$ cat config.mk
export PLATFORM = sky130hd
export DESIGN_NAME = uart_tx_batcher
export DESIGN_NICKNAME = d
export VERILOG_FILES = /design/src/rtl/uart_pkg.sv /design/src/rtl/uart_tx_batch_buf.sv /design/src/rtl/uart_tx_batcher.sv
export SDC_FILE = /design/constraint.sdc
export NUM_CORES = 1
export LEC_CHECK = 0
export BUFFER_PORTS_ARGS = -buffer_cell sky130_fd_sc_hd__buf_2
export CAP_MARGIN = 0
export CORE_ASPECT_RATIO = 2
export CORE_MARGIN = 1
export CORE_UTILIZATION = 33
export DETAILED_ROUTE_END_ITERATION = 7
export PLACE_DENSITY_LB_ADDON = 0.12
export SLEW_MARGIN = 0
export SYNTH_ARGS = -nofsm -noshare
export SYNTH_HDL_FRONTEND = slang
export SYNTH_SLANG_ARGS = --single-unit
$ cat constraint.sdc
create_clock -name clk -period 3.7 [get_ports clk]
set_clock_uncertainty 0.05 [all_clocks]
set_input_delay 0.74 -clock clk [delete_from_list [all_inputs] [get_ports clk]]
set_output_delay 0.74 -clock clk [all_outputs]
set_load 0.03 [all_outputs]
$ cat src/rtl/uart_pkg.sv
// Shared definitions for the UART transmit batcher: FSM state type and default sizing.
package uart_pkg;

  localparam int DEPTH_DEF         = 8;
  localparam int DATA_W_DEF        = 8;
  localparam int FLUSH_TIMEOUT_DEF = 1024;
  localparam int LEVEL_W           = 4;

  typedef enum logic [1:0] {
    FILL        = 2'd0,
    ACCEPT      = 2'd1,
    DRAIN_START = 2'd2,
    DRAIN_WAIT  = 2'd3
  } batch_state_e;

endpackage

$ cat src/rtl/uart_tx_batch_buf.sv
// Batch storage: DEPTH x DATA_W register array, synchronous write, asynchronous read.
module uart_tx_batch_buf
  import uart_pkg::*;
#(
  parameter int DEPTH  = DEPTH_DEF,
  parameter int DATA_W = DATA_W_DEF,
  parameter int AW     = $clog2(DEPTH)
) (
  input  logic              clk,
  input  logic              i_we,
  input  logic [AW-1:0]     i_waddr,
  input  logic [DATA_W-1:0] i_wdata,
  input  logic [AW-1:0]     i_raddr,
  output logic [DATA_W-1:0] o_rdata
);

  logic [DATA_W-1:0] mem_q [DEPTH];

  always_ff @(posedge clk) begin
    if (i_we) mem_q[i_waddr] <= i_wdata;
  end

  assign o_rdata = mem_q[i_raddr];

endmodule

$ cat src/rtl/uart_tx_batcher.sv
// Collects bytes into batches of DEPTH and feeds them one at a time to a UART transmitter.
// Optional idle flush of a partial batch when UART_TX_BATCH_TIMEOUT_EN is defined.
//
// state       | meaning
// FILL        | accepting bytes until the batch is full
// ACCEPT      | one-cycle write acknowledge; held request is ignored
// DRAIN_START | waiting for an idle transmitter, or batch emptied
// DRAIN_WAIT  | o_tx_start held until the transmitter consumes it
module uart_tx_batcher
  import uart_pkg::*;
#(
  parameter int DEPTH         = DEPTH_DEF,
  parameter int DATA_W        = DATA_W_DEF,
  parameter int FLUSH_TIMEOUT = FLUSH_TIMEOUT_DEF
) (
  input  logic               clk,
  input  logic               rst_n,
  input  logic               i_wr_valid,
  input  logic [DATA_W-1:0]  i_wr_data,
  output logic               o_wr_clear,
  output logic [DATA_W-1:0]  o_tx_data,
  output logic               o_tx_start,
  input  logic               i_tx_clear_req,
  input  logic               i_tx_busy,
  output logic [LEVEL_W-1:0] o_level,
  output logic               o_full,
  output logic               o_empty,
  output logic               o_draining
);

  localparam int AW    = $clog2(DEPTH);
  localparam int PTR_W = AW + 1;
  localparam logic [LEVEL_W-1:0] LEVEL_FULL = LEVEL_W'(DEPTH);

  if (DEPTH < 2 || DEPTH > 15 || FLUSH_TIMEOUT < 1) begin : g_bad_param
    $error("uart_tx_batcher: DEPTH must be 2..15 and FLUSH_TIMEOUT >= 1");
  end

  batch_state_e       state_q, state_d;
  logic [PTR_W-1:0]   wr_ptr_q, wr_ptr_d, rd_ptr_q, rd_ptr_d;
  logic [LEVEL_W-1:0] level_q, level_d;
  logic               tx_start_q, tx_start_d;
  logic [DATA_W-1:0]  tx_data_q, tx_data_d;
  logic               full_q, empty_q;
  logic               we;
  logic [DATA_W-1:0]  rd_data;
  logic               batch_done;
  logic               idle_expired;

  uart_tx_batch_buf #(.DEPTH(DEPTH), .DATA_W(DATA_W), .AW(AW)) u_buf (
    .clk     (clk),
    .i_we    (we),
    .i_waddr (wr_ptr_q[AW-1:0]),
    .i_wdata (i_wr_data),
    .i_raddr (rd_ptr_q[AW-1:0]),
    .o_rdata (rd_data)
  );

  // Level and pointer equality agree whenever the batch has been fully drained.
  assign batch_done = (level_q == '0) && (rd_ptr_q == wr_ptr_q);

`ifdef UART_TX_BATCH_TIMEOUT_EN
  localparam int IDLE_W = $clog2(FLUSH_TIMEOUT + 1);
  logic [IDLE_W-1:0] idle_q, idle_d;

  always_comb begin
    idle_d       = '0;
    idle_expired = 1'b0;
    if (state_q == FILL && !i_wr_valid && level_q != '0 && level_q != LEVEL_FULL) begin
      idle_d = idle_q + 1'b1;
      if (idle_d == IDLE_W'(FLUSH_TIMEOUT)) begin
        idle_expired = 1'b1;
        idle_d       = '0;
      end
    end
  end

  always_ff @(posedge clk or negedge rst_n) begin
    if (!rst_n) idle_q <= '0;
    else        idle_q <= idle_d;
  end
`else
  assign idle_expired = 1'b0;
`endif

  always_comb begin
    state_d    = state_q;
    wr_ptr_d   = wr_ptr_q;
    rd_ptr_d   = rd_ptr_q;
    level_d    = level_q;
    tx_start_d = tx_start_q;
    tx_data_d  = tx_data_q;
    we         = 1'b0;
    unique case (state_q)
      FILL: begin
        if (level_q == LEVEL_FULL) begin
          state_d = DRAIN_START;
        end else if (i_wr_valid) begin
          we       = 1'b1;
          wr_ptr_d = wr_ptr_q + 1'b1;
          level_d  = level_q + 1'b1;
          state_d  = ACCEPT;
        end else if (idle_expired) begin
          state_d = DRAIN_START;
        end
      end
      ACCEPT: state_d = FILL;
      DRAIN_START: begin
        if (batch_done) begin
          wr_ptr_d = '0;
          rd_ptr_d = '0;
          state_d  = FILL;
        end else if (!i_tx_busy) begin
          tx_data_d  = rd_data;
          tx_start_d = 1'b1;
          state_d    = DRAIN_WAIT;
        end
      end
      DRAIN_WAIT: begin
        if (i_tx_clear_req) begin
          tx_start_d = 1'b0;
          rd_ptr_d   = rd_ptr_q + 1'b1;
          level_d    = level_q - 1'b1;
          state_d    = DRAIN_START;
        end
      end
      default: state_d = FILL;
    endcase
  end

  always_ff @(posedge clk or negedge rst_n) begin
    if (!rst_n) begin
      state_q    <= FILL;
      wr_ptr_q   <= '0;
      rd_ptr_q   <= '0;
      level_q    <= '0;
      tx_start_q <= 1'b0;
      tx_data_q  <= '0;
      full_q     <= 1'b0;
      empty_q    <= 1'b1;
    end else begin
      state_q    <= state_d;
      wr_ptr_q   <= wr_ptr_d;
      rd_ptr_q   <= rd_ptr_d;
      level_q    <= level_d;
      tx_start_q <= tx_start_d;
      tx_data_q  <= tx_data_d;
      full_q     <= (level_d == LEVEL_FULL);
      empty_q    <= (level_d == '0);
    end
  end

  assign o_wr_clear = (state_q == ACCEPT);
  assign o_draining = (state_q != FILL);
  assign o_tx_start = tx_start_q;
  assign o_tx_data  = tx_data_q;
  assign o_level    = level_q;
  assign o_full     = full_q;
  assign o_empty    = empty_q;

endmodule

### After elaboration in Yosys (flattened, before gate mapping)

Memory sizes are Yosys's and may differ from the RTL's. A register that Yosys moved wholly into a read port is not among the register bits.
Cells that the tools add are included.
W data, S select, Z words.

* register bits: 17
* bits in writable memories: 64
* input port bits: 13
* output and inout bits: 17
* logic and storage cells: 66
* memories: 1

Memory list
* u_buf.mem_q: depth 8, width 8, rd ports 1, clocked after memory_dff 1, write ports 1, line uart_tx_batch_buf.sv:17 `logic [DATA_W-1:0] mem_q [DEPTH];`

* add/sub/neg operators: 4
* equality and inequality tests: 14
* muxes and demuxes: 25
* bitwise logic cells: 2
* reductions and logical operators: 13

Operators with widths (number)
* $mux W4: 7
* $pmux W4 S2: 3
* $add A4 B1 Y4 const B: 3
* $ne A2 B2 Y1 const B: 6
* $mux W2: 5
* $reduce_and A3 Y1: 3
* $eq A4 B4 Y1 const B: 2
* $logic_not A4 Y1: 2
* $mux W1: 8
* $pmux W2 S4: 1
* $reduce_and A4 Y1: 2
* $ne A3 B3 Y1 const B: 2
* $reduce_bool A2 Y1: 3
* $eq A2 B2 Y1 const B: 2
* $eq A4 B4 Y1: 1
* $sub A4 B1 Y4 const B: 1
* $eq A2 B1 Y1 const B: 1
* $logic_not A2 Y1: 1
* $not A1 Y1: 2
* $pmux W1 S2: 1
* $logic_and A1 B1 Y1: 1
* $logic_not A1 Y1: 1

### Longest topological paths before layout

Gate-level depths: netlist of run 1.

* word-level depth: 5
* depth in mapped cells: 8
* depth with buffers taken out: 7

### By module

A second synthesis of run 1 with hierarchy kept.

* cell total of the unflattened synthesis: 258
* area, all modules: 4001.3 sq um

By module, submodules not included
* uart_tx_batch_buf: instances 1, cells each 106, area an instance 2531.2 sq um, seq. area each 1921.8 sq um
* uart_tx_batcher: instances 1, cells each 152, area an instance 1470.2 sq um, seq. area each 626.9 sq um

### Least setup slack after synthesis of run 1

OpenSTA, ideal clock, no wires.

* path type: reg-to-reg
* from: reg level_q[0], in the netlist o_level[0]
* to: mem u_buf.mem_q[2][0] in the netlist's numbering (enable)
* library setup time: 0.398 ns
* arrival time: 2.304 ns
* data required time: 3.252 ns
* slack: 0.948 ns
* stages on the path, launching flop included: 6
* buffers on the path: 0
* period minus slack after synthesis: 2.752 ns
* cells stage by stage: dfrtp_1 inv_1 ha_1 nand3b_2 nand3_1 nor4b_1

* longest elaborated chain between the ends: 5

RTL lines
* from (decl): line uart_tx_batcher.sv:41 `logic [LEVEL_W-1:0] level_q, level_d;`
* from (signal assigned): line uart_tx_batcher.sv:145 `level_q <= level_d;`
* $eq A4 B4 Y1: line uart_tx_batcher.sv:96 `if (level_q == LEVEL_FULL) begin`
* $mux W1: line uart_tx_batcher.sv:96
* $mux W1: line uart_tx_batcher.sv:94 `unique case (state_q)`
* $mux W1: line uart_tx_batch_buf.sv:20 `if (i_we) mem_q[i_waddr] <= i_wdata;`
* $mux W1 (implied by the code): line uart_tx_batch_buf.sv:20
* to (decl): line uart_tx_batch_buf.sv:17

Every way passes these cells.

### Final worst setup path of run 1

* from: reg state_q[1]
* to: out o_draining

* longest elaborated chain between the ends: 1

RTL lines
* from (decl): line uart_tx_batcher.sv:39 `batch_state_e state_q, state_d;`
* from (signal assigned): line uart_tx_batcher.sv:142 `state_q <= state_d;`
* $reduce_bool A2 Y1: line uart_tx_batcher.sv:154 `assign o_draining = (state_q != FILL);`
* to (decl): line uart_tx_batcher.sv:28 `output logic o_draining`

Every way passes these cells.

==> results of run 1 <==
## flip-flops by register name, summed over array words and instances (netlist names)
register and flops:
rd_ptr_q 4, state_q 2, u_buf.mem_q 64, o_full 1, o_tx_start 1, wr_ptr_q 4, o_level 4, o_tx_data 8
o_empty 1
## where the power goes
group	internal, mW	switching, mW	total, mW
registers	1.24	0.156	1.40
clock network	0.588	0.362	0.950
logic	0.494	0.811	1.30
## area by class of cell
class / instances / area share
Sequential cell: 89 / 0.548
Multi-Input combinational cell: 150 / 0.290
Clock buffer: 10 / 0.0492
Timing Repair Buffer: 39 / 0.0474
Tap cell: 145 / 0.0390
Clock inverter: 6 / 0.0178
Inverter: 10 / 0.00807
## worst register-to-register path, stage by stage, from the launching register on
cell and delay [ps]:
dfrtp_1 400, inv_1 120, ha_1 440, nand3_1 370
nor4b_2 330, buf_4 240
## metrics by stage
| stage | total power [mW] | util | instance area (um2) | setup slack, ps |
|---|---|---|---|---|
| after floorplan | 2.38 | - | 4000 | 948 |
| after global placement | 2.74 | 0.369 | 4340 | 1450 |
| after detailed placement | 2.74 | 0.369 | 4340 | 1460 |
| after CTS | 3.70 | 0.395 | 4650 | 1120 |
| after global routing | 3.88 | 0.395 | 4650 | 1010 |
| final | 3.65 | 0.395 | 4650 | 1140 |
## Yosys cell counts (2+ instances only)
library cell   n  area share
nand4_1        2      0.0031
dfrtp_1       24        0.15
a21oi_2        3      0.0066
mux2i_1       10       0.025
buf_2          5      0.0063
nor4_1         3      0.0047
nand2_1       21       0.020
mux4_2        16       0.090
nand2b_1       3      0.0047
ha_1           8       0.025
nor3b_1        2      0.0038
edfxtp_1      64        0.48
and3_1         3      0.0047
nor2_1         5      0.0047
buf_4          2      0.0038
nor4b_1        2      0.0044
a21boi_0       2      0.0038
o2bb2ai_1      2      0.0044
o21ai_1       11       0.014
xnor2_1        4      0.0088
o31ai_1        2      0.0038
nand3_1        3      0.0038
o21ai_0        8       0.010
inv_1         10      0.0094
o22ai_1        3      0.0047
o311ai_0       2      0.0044
nor3_1         5      0.0063
clkbuf_1       6      0.0056
a21oi_1        4      0.0050
nor2b_1        2      0.0031
## worst max path at each step
| stage | start | endpoint | slack [ps] | depth (start not counted) |
|---|---|---|---|---|
| after floorplan | o_level[0]$_DFF_PN0_ | u_buf.mem_q[2][0]$_DFFE_PP_ | 950 | 5 |
| after global placement | state_q[1]$_DFFE_PN0P_ | u_buf.mem_q[2][6]$_DFFE_PP_ | 1450 | 5 |
| after detailed placement | state_q[1]$_DFFE_PN0P_ | u_buf.mem_q[2][4]$_DFFE_PP_ | 1460 | 5 |
| after CTS | state_q[1]$_DFFE_PN0P_ | o_draining | 1120 | 4 |
| after global routing | state_q[1]$_DFFE_PN0P_ | o_draining | 1010 | 4 |
| final | state_q[1]$_DFFE_PN0P_ | o_draining | 1140 | 4 |
## kinds of logic (layout without fill, tap and decap cells)
group,after synthesis,after routing,share of synthesized area
simple gates,60,60,0.0879
flops,89,89,0.637
compound gates,51,51,0.0939
xor+xnor,5,5,0.0110
fa+ha+maj,8,8,0.0250
mux,26,26,0.115
buf+inv,25,65,0.0297
## metal layers
layer  GRT usage  vias up
li1            -     1102
met1       0.168     1207
met2       0.287       43
met3      0.0277       16
met4      0.0825        0
met5           0        -
## cell usage in the layout (no fill, tap or decap), types with 8 or more instances in the layout
master / count
edfxtp_1: 64
buf_2: 29
dfrtp_1: 24
nand2_1: 21
mux4_2: 16
o21ai_1: 11
inv_1: 10
mux2i_1: 10
buf_4: 10
clkbuf_16: 9
o21ai_0: 8
ha_1: 8
==> results.toml, run 1 <==
[outcome]
outcome = "finished clean"

[sta]
rsz0062_at_grt = "no"
drv_slew = 0
min_period_over_period = 0.693
fmax_mhz = 390
worst-slew-pin-transition_ps = 767
maxSlewHeadroom = 0.488
setup_tns_ps = 0
whs_ps = 380
hold_viol = 0
layout_min_cycle_time_ps = 2560
setup_viol_count_final = 0

[clock_network]
htreeDepth = 3
insertion_delay_ps = 330
cts_root_buf = "clkbuf_16"
cts.sinks = 89
cts_resized = 0
cts_buffer_depth = 2
cts_buffers = 9
cts.hold.buffers_added = 0
cts_setup_buffers = 0
cts_tree = "yes"
clk_pin_slew_ps = 60

[power_and_ir_drop]
pwr_density_cell_nw_per_um2 = 785
leakagePower_nw = 1.70
ir_worst_vdd_mv = 0.321

[cells_and_area]
finalNonFillerCells = 449
antenna_cells = 0
seq_area_um2 = 2550
synthToLayoutAreaGrowth_pct = 16.3
nNetsFinal = 320
fill_cells = 1123
drive_gt1_frac = 0.273
multiInputGateArea_um2 = 1350

[floorplan]
core_um2 = 11800
std_cell_rows = 56
initial_core_util = 0.340
fp.dieH_um = 158
io_pins = 30
dieArea_um2 = 12600
die_w_um = 79.8

[placed_design]
hpwl_um = 6050
gp_congestion = 0.791
port_buffers = 29
post-place-cells = 433

[synth]
ys_seq_area_frac = 0.637
netlist_area_um2 = 4000
postSynthAreaPerCell_um2 = 15.1
ys.flop_type = "edfxtp_1"
synthArstFlopShare = 0.281
synth_edf_count = 64
synthCells = 264
yosysUniqueCellTypes = 57
syn_nets = 285
ys_warn_count = 0
synth-seq-cells = 89

[grt]
grt_usage = 0.157
antenna_found_initial = 0
grt_max_degree = 26
grt_remaining_overflow = 0
grt_pass1_wl_um = 13900
grt_pass1_vias = 2432

[setup_path]
rr_startpoint = "state_q[1]$_DFFE_PN0P_"
max_stage_delay_ps = 440
reg2reg_depth = 5
path_cells = "inv_1, ha_1, inv_1, buf_2"
crit_buf_inv = 3
cp.arrival_ps = 1770
criticalPathCategory = "reg2out"
startpoint_type = "register"
cp.required_ps = 2910
reg2reg_to = "u_buf.mem_q[2][1]$_DFFE_PP_"
end_kind = "output port"
cp_top_family = "buffers and inverters"
cpMostUsedCell = "inv_1"
r2r_slack_ps = 1440
cp_max_fo = 11
cpMaxStageDelayCell = "ha_1"

[worst_hold_path]
hp-class = "in2async"

[drt]
via_per_inst = 5.27
highest_layer = "met4"
firstDrtPassIters = 6
wl_um = 8940
vias = 2368
met1_length_um = 3470
antenna_left = 0
route.detailed.drc = 0
wl_met3_um = 213
avgRoutedWirePerCell_um = 19.9
wl_met2_um = 4940
drt_iter0_markers = 136

[run]
maxCapViolCount = 0
(Power assumes the default switching activity.)
==> run 2, diff against run 1 <==
clock period = 2.6 ns   (was 3.7 ns; I/O delays follow)
==> results.toml, run 2 (synthesized netlist as in run 1, its figures left out) <==
[worst_hold_path]
hp-class = "in2async"

[grt]
grt_max_degree = 26
antenna_found_initial = 0
grt_usage = 0.159
grt_pass1_vias = 2455
grt_remaining_overflow = 0
grt_pass1_wl_um = 13900

[floorplan]
core_um2 = 11800
dieArea_um2 = 12600
fp.dieH_um = 158
io_pins = 30
std_cell_rows = 56
die_w_um = 79.8
initial_core_util = 0.340

[setup_path]
cp.arrival_ps = 1730
criticalPathCategory = "reg2out"
cp.depth = 4
startpoint_type = "register"
crit_buf_inv = 3
cpMostUsedCell = "inv_1"
max_stage_delay_ps = 420
end_kind = "output port"
cp_max_fo = 11
cpMaxStageDelayCell = "ha_1"
cp_top_family = "buffers and inverters"
path_cells = "inv_1, ha_1, inv_1, buf_2"
reg2reg_depth = 5
cp.required_ps = 2030

[cells_and_area]
antenna_cells = 0
layout_commonest_cell = "edfxtp_1"
nNetsFinal = 324
finalNonFillerCells = 453
top_register = "u_buf.mem_q"
fin_area_um2 = 4710
layout_common_cells = "edfxtp_1 (64), buf_2 (29), dfrtp_1 (24), nand2_1 (21), mux4_2 (16)"
synthToLayoutAreaGrowth_pct = 17.8
drive_gt1_frac = 0.282
largest_register_ffs = 64

[sta]
fmax_mhz = 434
layout_min_cycle_time_ps = 2300
worst_slack_ps = 297
drv_slew = 0
rsz0062_at_grt = "no"
min_period_over_period = 0.886
hold_viol = 0
maxSlewHeadroom = 0.576
setup_viol_count_final = 0
worst-slew-pin-transition_ps = 627

[placed_design]
post-place-cells = 437
place_area_um2 = 4370
dp_slack_ps = 410
hpwl_um = 6860
port_buffers = 29
gp_congestion = 0.788

[clock_network]
clk_pin_slew_ps = 60
insertion_delay_ps = 340
cts.hold.buffers_added = 0
cts_resized = 0
cts_tree = "yes"
cts_buffers = 9
htreeDepth = 3
cts_setup_buffers = 0
cts_root_buf = "clkbuf_16"
cts_buffer_depth = 2
cts.sinks = 89

[drt]
firstDrtPassIters = 4
antenna_left = 0
via_per_inst = 5.19
wl_um = 9180
route.detailed.drc = 0
avgRoutedWirePerCell_um = 20.3
drt_iter0_markers = 101
vias = 2352

[power_and_ir_drop]
ir_worst_vdd_mv = 0.570
pwr_density_cell_nw_per_um2 = 1140
leakagePower_nw = 1.73

[run]
maxCapViolCount = 0

[outcome]
outcome = "finished clean"
run 2: cell types whose count changed in the layout (fill, tap and decap cells not counted):
| cell | change |
|---|---|
| buf_4 | +4 |
| bufinv_16 | +1 |
| inv_6 | +1 |
| clkinv_4 | -1 |
| inv_8 | +1 |
| clkinv_2 | -2 |
run 2: layer usage:
metal / routed length [um] / vias up / global-route usage
met4: 242 / 0 / 0.0731
met5: 0 / - / 0
met2: 5530 / 50 / 0.318
met1: 3160 / 1183 / 0.150
met3: 247 / 16 / 0.0259
li1: - / 1103 / -
run 2: power breakdown:
part | switching (mW) | internal, mW | total, mW
registers | 0.197 | 1.77 | 1.96
logic | 1.21 | 0.728 | 1.94
clock network | 0.536 | 0.946 | 1.48
run 2: final timing paths:
| path | start | endpoint | slack (ps) |
|---|---|---|---|
| hold reg to reg | o_tx_data[2]$_DFFE_PN0P_ | o_tx_data[2]$_DFFE_PN0P_ | 430 |
| hold / removal | rst_n | o_level[3]$_DFF_PN0_ | 130 |
| setup / recovery | state_q[1]$_DFFE_PN0P_ | o_draining | 300 |
| max in group asynchronous | rst_n | o_tx_data[2]$_DFFE_PN0P_ | 1990 |
| setup reg to reg | state_q[1]$_DFFE_PN0P_ | u_buf.mem_q[2][5]$_DFFE_PP_ | 380 |
| min in group clk | i_wr_data[1] | u_buf.mem_q[2][1]$_DFFE_PP_ | 410 |
run 2: cell type report:
type / count / area, um2
fillers: 1113 / 7060
flip-flops and latches: 89 / 2550
multi-input cells: 150 / 1350
repair buffers: 43 / 250
clock buffers: 10 / 229
well taps: 145 / 181
clock inverters: 6 / 114
inverters: 10 / 37.5
run 2: per-stage QoR:
step	hold WS, ps	setup TNS [ps]	total power [mW]	util
finish	127	0	5.39	0.400
global route	158	0	5.67	0.400
CTS	148	0	5.47	0.400
detailed placement	421	0	3.97	0.371
global placement	419	0	3.96	0.371
floorplan	174	-182	3.39	-
